### src/rtl/latch_write_sequencer.sv
// latch_write_sequencer: drives the D/En write port of a level-sensitive latch bank
// from a valid/ready source, with programmable setup, pulse and hold windows.
// Optional build macro: READBACK_CHECK_EN adds the Q readback input and the sticky Err flag.
module latch_write_sequencer #(
    parameter int WIDTH     = 8,
    parameter int SETUP_CYC = 1,
    parameter int PULSE_CYC = 2,
    parameter int HOLD_CYC  = 1
) (
    input  logic             Clk,
    input  logic             Rst_n,
    input  logic [WIDTH-1:0] In_data,
    input  logic             In_valid,
    output logic             In_ready,
    output logic [WIDTH-1:0] D,
    output logic             En,
    output logic             Busy,
`ifdef READBACK_CHECK_EN
    input  logic [WIDTH-1:0] Q,
    output logic             Err,
`endif
    output logic             Done
);

    localparam int MAX_CYC = (SETUP_CYC > PULSE_CYC)
                           ? ((SETUP_CYC > HOLD_CYC) ? SETUP_CYC : HOLD_CYC)
                           : ((PULSE_CYC > HOLD_CYC) ? PULSE_CYC : HOLD_CYC);
    localparam int CW = (MAX_CYC < 1) ? 1 : $clog2(MAX_CYC + 1);

    localparam logic [CW-1:0] SETUP_LOAD = CW'(SETUP_CYC - 1);
    localparam logic [CW-1:0] PULSE_LOAD = CW'(PULSE_CYC - 1);
    localparam logic [CW-1:0] HOLD_LOAD  = CW'(HOLD_CYC - 1);

    // Every window needs at least one cycle or the latch timing is meaningless.
    if (SETUP_CYC < 1) begin : gSetupChk
        $error("latch_write_sequencer: SETUP_CYC must be >= 1");
    end
    if (PULSE_CYC < 1) begin : gPulseChk
        $error("latch_write_sequencer: PULSE_CYC must be >= 1");
    end
    if (HOLD_CYC < 1) begin : gHoldChk
        $error("latch_write_sequencer: HOLD_CYC must be >= 1");
    end

    typedef enum logic [1:0] {
        IDLE  = 2'd0,
        SETUP = 2'd1,
        PULSE = 2'd2,
        HOLD  = 2'd3
    } stateT;

    stateT           stateQ, stateNxt;
    logic [CW-1:0]   cntQ, cntNxt;
    logic            enNxt;
    logic            accept;
    logic            cntZero;

    assign In_ready = (stateQ == IDLE);
    assign Busy     = ~In_ready;
    assign accept   = In_valid & In_ready;
    assign cntZero  = (cntQ == '0);
    // Last HOLD cycle: D has been stable for the full hold window by the closing edge.
    assign Done     = (stateQ == HOLD) & cntZero;

    // State, window counter, data and enable registers; En comes straight from a flop.
    always_ff @(posedge Clk or negedge Rst_n) begin
        if (!Rst_n) begin
            stateQ <= IDLE;
            cntQ   <= '0;
            D      <= '0;
            En     <= 1'b0;
        end else begin
            stateQ <= stateNxt;
            cntQ   <= cntNxt;
            En     <= enNxt;
            if (accept) D <= In_data;
        end
    end

    // Next-state logic: each window counts down from N-1 and advances on zero.
    always_comb begin
        stateNxt = stateQ;
        cntNxt   = cntQ;
        enNxt    = En;
        case (stateQ)
            IDLE: begin
                if (In_valid) begin
                    stateNxt = SETUP;
                    cntNxt   = SETUP_LOAD;
                end
            end
            SETUP: begin
                if (cntZero) begin
                    stateNxt = PULSE;
                    cntNxt   = PULSE_LOAD;
                    enNxt    = 1'b1;
                end else begin
                    cntNxt = cntQ - 1'b1;
                end
            end
            PULSE: begin
                if (cntZero) begin
                    stateNxt = HOLD;
                    cntNxt   = HOLD_LOAD;
                    enNxt    = 1'b0;
                end else begin
                    cntNxt = cntQ - 1'b1;
                end
            end
            HOLD: begin
                if (cntZero) begin
                    stateNxt = IDLE;
                end else begin
                    cntNxt = cntQ - 1'b1;
                end
            end
            default: begin
                stateNxt = IDLE;
                enNxt    = 1'b0;
            end
        endcase
    end

`ifdef READBACK_CHECK_EN
    // Sticky readback error: set when the latch outputs disagree with D at the end of hold.
    always_ff @(posedge Clk or negedge Rst_n) begin
        if (!Rst_n) begin
            Err <= 1'b0;
        end else if (accept) begin
            Err <= 1'b0;
        end else if (Done && (Q != D)) begin
            Err <= 1'b1;
        end
    end
`endif

endmodule

### config.mk
export PLATFORM = sky130hd
export DESIGN_NAME = latch_write_sequencer
export DESIGN_NICKNAME = d
export VERILOG_FILES = /design/src/rtl/latch_write_sequencer.sv
export SDC_FILE = /design/constraint.sdc
export NUM_CORES = 1
export LEC_CHECK = 0
export CAP_MARGIN = 30
export CORE_MARGIN = 2
export CORE_UTILIZATION = 30
export CTS_CLUSTER_SIZE = 10
export DETAILED_ROUTE_END_ITERATION = 8
export GPL_ROUTABILITY_DRIVEN = 1
export GPL_TIMING_DRIVEN = 0
export SLEW_MARGIN = 20
export SYNTH_ARGS = -nofsm -noshare
export SYNTH_HDL_FRONTEND = slang
export SYNTH_SLANG_ARGS = --single-unit
### constraint.sdc
create_clock -name Clk -period 3.5 [get_ports Clk]
set_clock_uncertainty 0.05 [all_clocks]
set_input_delay 0.7 -clock Clk [delete_from_list [all_inputs] [get_ports Clk]]
set_output_delay 0.7 -clock Clk [all_outputs]
set_load 0.01 [all_outputs]
==> results by group <==
Run status
  – Status: complete, no violations

Run
  – Max_cap viols: 0

Drt
  – Drt total wl: about 1200 um
  – Vias per cell: between 4 and 5
  – ANT nets after route: 0
  – Vias: 483
  – Average wire per standard cell: approximately 11 um
  – Initial DRC count: 2
  – DRC violations left: 0
  – First drt pass iteration count: 2

Synthesis
  – Fraction of registers with async set/reset: 100%
  – Register area share after synthesis: roughly half
  – Most frequent cell after synthesis: dfrtp_1
  – Synthesized area per cell: 12.1 um2
  – Syn Inst Count: 54
  – Synth Net Count: 72
  – Top cells by area, synth: dfrtp_1, mux2_2, ha_1
  – Number of synthesized flops with an enable pin: 0
  – Commonest cells in the synthesized netlist: dfrtp_1, mux2_2, ha_1
  – Synth top area share: 49.9%
  – Cell Area, Synth: 652 um2
  – Post-synthesis cell type count: 17
  – Yosys top cell by area: dfrtp_1
  – Synth warn: 0
  – Post-synthesis register bit count: 13
  – Synth Flop Type: dfrtp_1

Clock tree
  – Worst-path clk slew: about 80 ps
  – Clk sinks: 13
  – CTS tree: yes
  – Worst-Skew Late Latency: 270 ps
  – Root buffer cell: clkbuf_4
  – Clock tree buffer depth: 2
  – Inserted Clock Buffers: 3
  – H-tree depth: 1
  – Setup bufs post-CTS: 0
  – Post-cts resize count: 0
  – Hold_buf cts: 0

GRT
  – Global-route wire length before repair: 2040 um
  – GRT Overall Usage: about a tenth
  – Initial antenna violation count: 0
  – Vias in the first global route: roughly 460
  – Pin count of the biggest net entering global routing: 14
  – Gr ovfl total: 0

STA
  – Final hold viol count: 0
  – Final Max Tran Viols: 0
  – # setup viols final: 0
  – Slew @ Worst Pin: a little under 600 ps
  – Max Fclk: roughly 400 MHz
  – Setup TNS: 0 ps
  – Final worst-path cycle share: 72.1%
  – Unrepaired setup endpoints after global routing: false
  – Rel. slew slack: about three fifths
  – Crit path time final: roughly 2500 ps

Worst setup path
  – Crit path launch type: flop
  – Crit-path cells: inv_1, ha_1, and2_1, clkdlybuf4s50_1
  – Worst path required time: roughly 2800 ps
  – Slowest stage cell on the critical path: clkdlybuf4s50_1
  – Crit path kind: reg2out
  – Crit end category: output port
  – CP Buf/Inv Count: 2
  – CP max stage delay: 550 ps
  – Largest fanout on the critical path: 6
  – Top delay family on crit path: buffers and inverters
  – CP arrival: between 1500 and 2000 ps

Floorplan
  – Overall die width: slightly above 50 um
  – Chip height: 50.6 um
  – Initial Utilization: between 30% and 40%
  – Std cell rows: 16
  – Core region area: 2000 um2
  – Boundary Pins: 23
  – Die area: 2560 um2

Layout
  – Area Overhead vs Synth: 43.0%
  – Layout cells sized above 1: about 16%
  – Antenna diode count: 0
  – Final #Nets: 99
  – Final core occ: between 40% and 50%
  – Fill count: 197

Pwr
  – P_leak: 0.413 nW
  – Worst vdd rail ir drop: between 300 and 400 uV
  – Pwr dens: about 890 nW/um2

Hold path
  – Min-Delay Path Class: reg2reg

Place
  – Port buffer count: 22
  – Hpwl dp: between 900 and 1000 um
  – Final RePlAce weighted congestion: between 0.7 and 0.8
per-layer routing:
layer	wire length, um	global-route usage (%)
met1	554	12.8
met2	591	17.3
met3	55	3.87
met4	15	4.05
met5	0	0
worst register-to-register path: stages, from the launching register on:
cell	delay [ps]
dfrtp_1	400
inv_1	80
ha_1	250
nor3_1	190
o21a_1	170
mux2_4	310
kinds of logic (layout without fill, tap and decap cells):
logic type / Yosys count / in the layout / synth area share (%)
flops: 13 / 13 / 49.9
simple gates: 10 / 10 / 7.87
compound gates: 9 / 9 / 9.21
mux: 9 / 9 / 16.1
fa+ha+maj: 7 / 7 / 13.4
buf+inv: 6 / 32 / 3.45
final timing paths:
kind                            from   endpoint  slack, ps  cells past startpoint
max                          cntQ[0]       Done        980                      4
min                             D[5]       D[5]        460                      1
max reg2reg                stateQ[0]  stateQ[1]       1940                      5
min reg2reg                     D[5]       D[5]        460                      1
max in group asynchronous      Rst_n       D[0]       2260                      1
min in group asynchronous      Rst_n    cntQ[1]        750                      1
sequential cells by signal, summed over array words and instances, names as in the netlist:
name / cells
D: 8
En: 1
cntQ: 2
stateQ: 2
cell usage in the layout, fill, tap and decap left out, types with 2 or more instances in the layout:
cell / n
inv_1: 6
dfrtp_1: 13
a22o_1: 2
clkdlybuf4s50_1: 22
a21oi_1: 2
mux2_2: 8
nor2_1: 3
o21ai_0: 3
ha_1: 7
clkbuf_4: 3
nand2b_1: 2
power breakdown:
| group | internal, mW | leakage (nW) | switching, mW | total, mW |
|---|---|---|---|---|
| Combinational | 0.276 | 0.242 | 0.194 | 0.470 |
| Sequential | 0.226 | 0.156 | 0.0450 | 0.271 |
| Clock | 0.0441 | 0.0150 | 0.0473 | 0.0914 |
metrics by stage:
stage                     setup WS, ps  std cells  cell area (um2)  power (mW)  hold WS [ps]
after floorplan                   1870         54              652       0.547           354
after global placement            1310        103              906       0.737           435
after detailed placement          1280        103              906       0.747           443
after CTS                          967        107              932       0.842           460
after global routing               877        107              932       0.902           471
final                              978        107              932       0.833           456
area by class of cell:
type | instances | area (um2) | share of cell area (%)
sequential | 13 | 325 | 34.9
tap | 27 | 33.8 | 3.62
clock buffer | 4 | 26.3 | 2.82
timing repair buffer | 22 | 220 | 23.6
inverter | 6 | 22.5 | 2.42
multi-input combinational | 35 | 304 | 32.6
(Power assumes the default switching activity.)
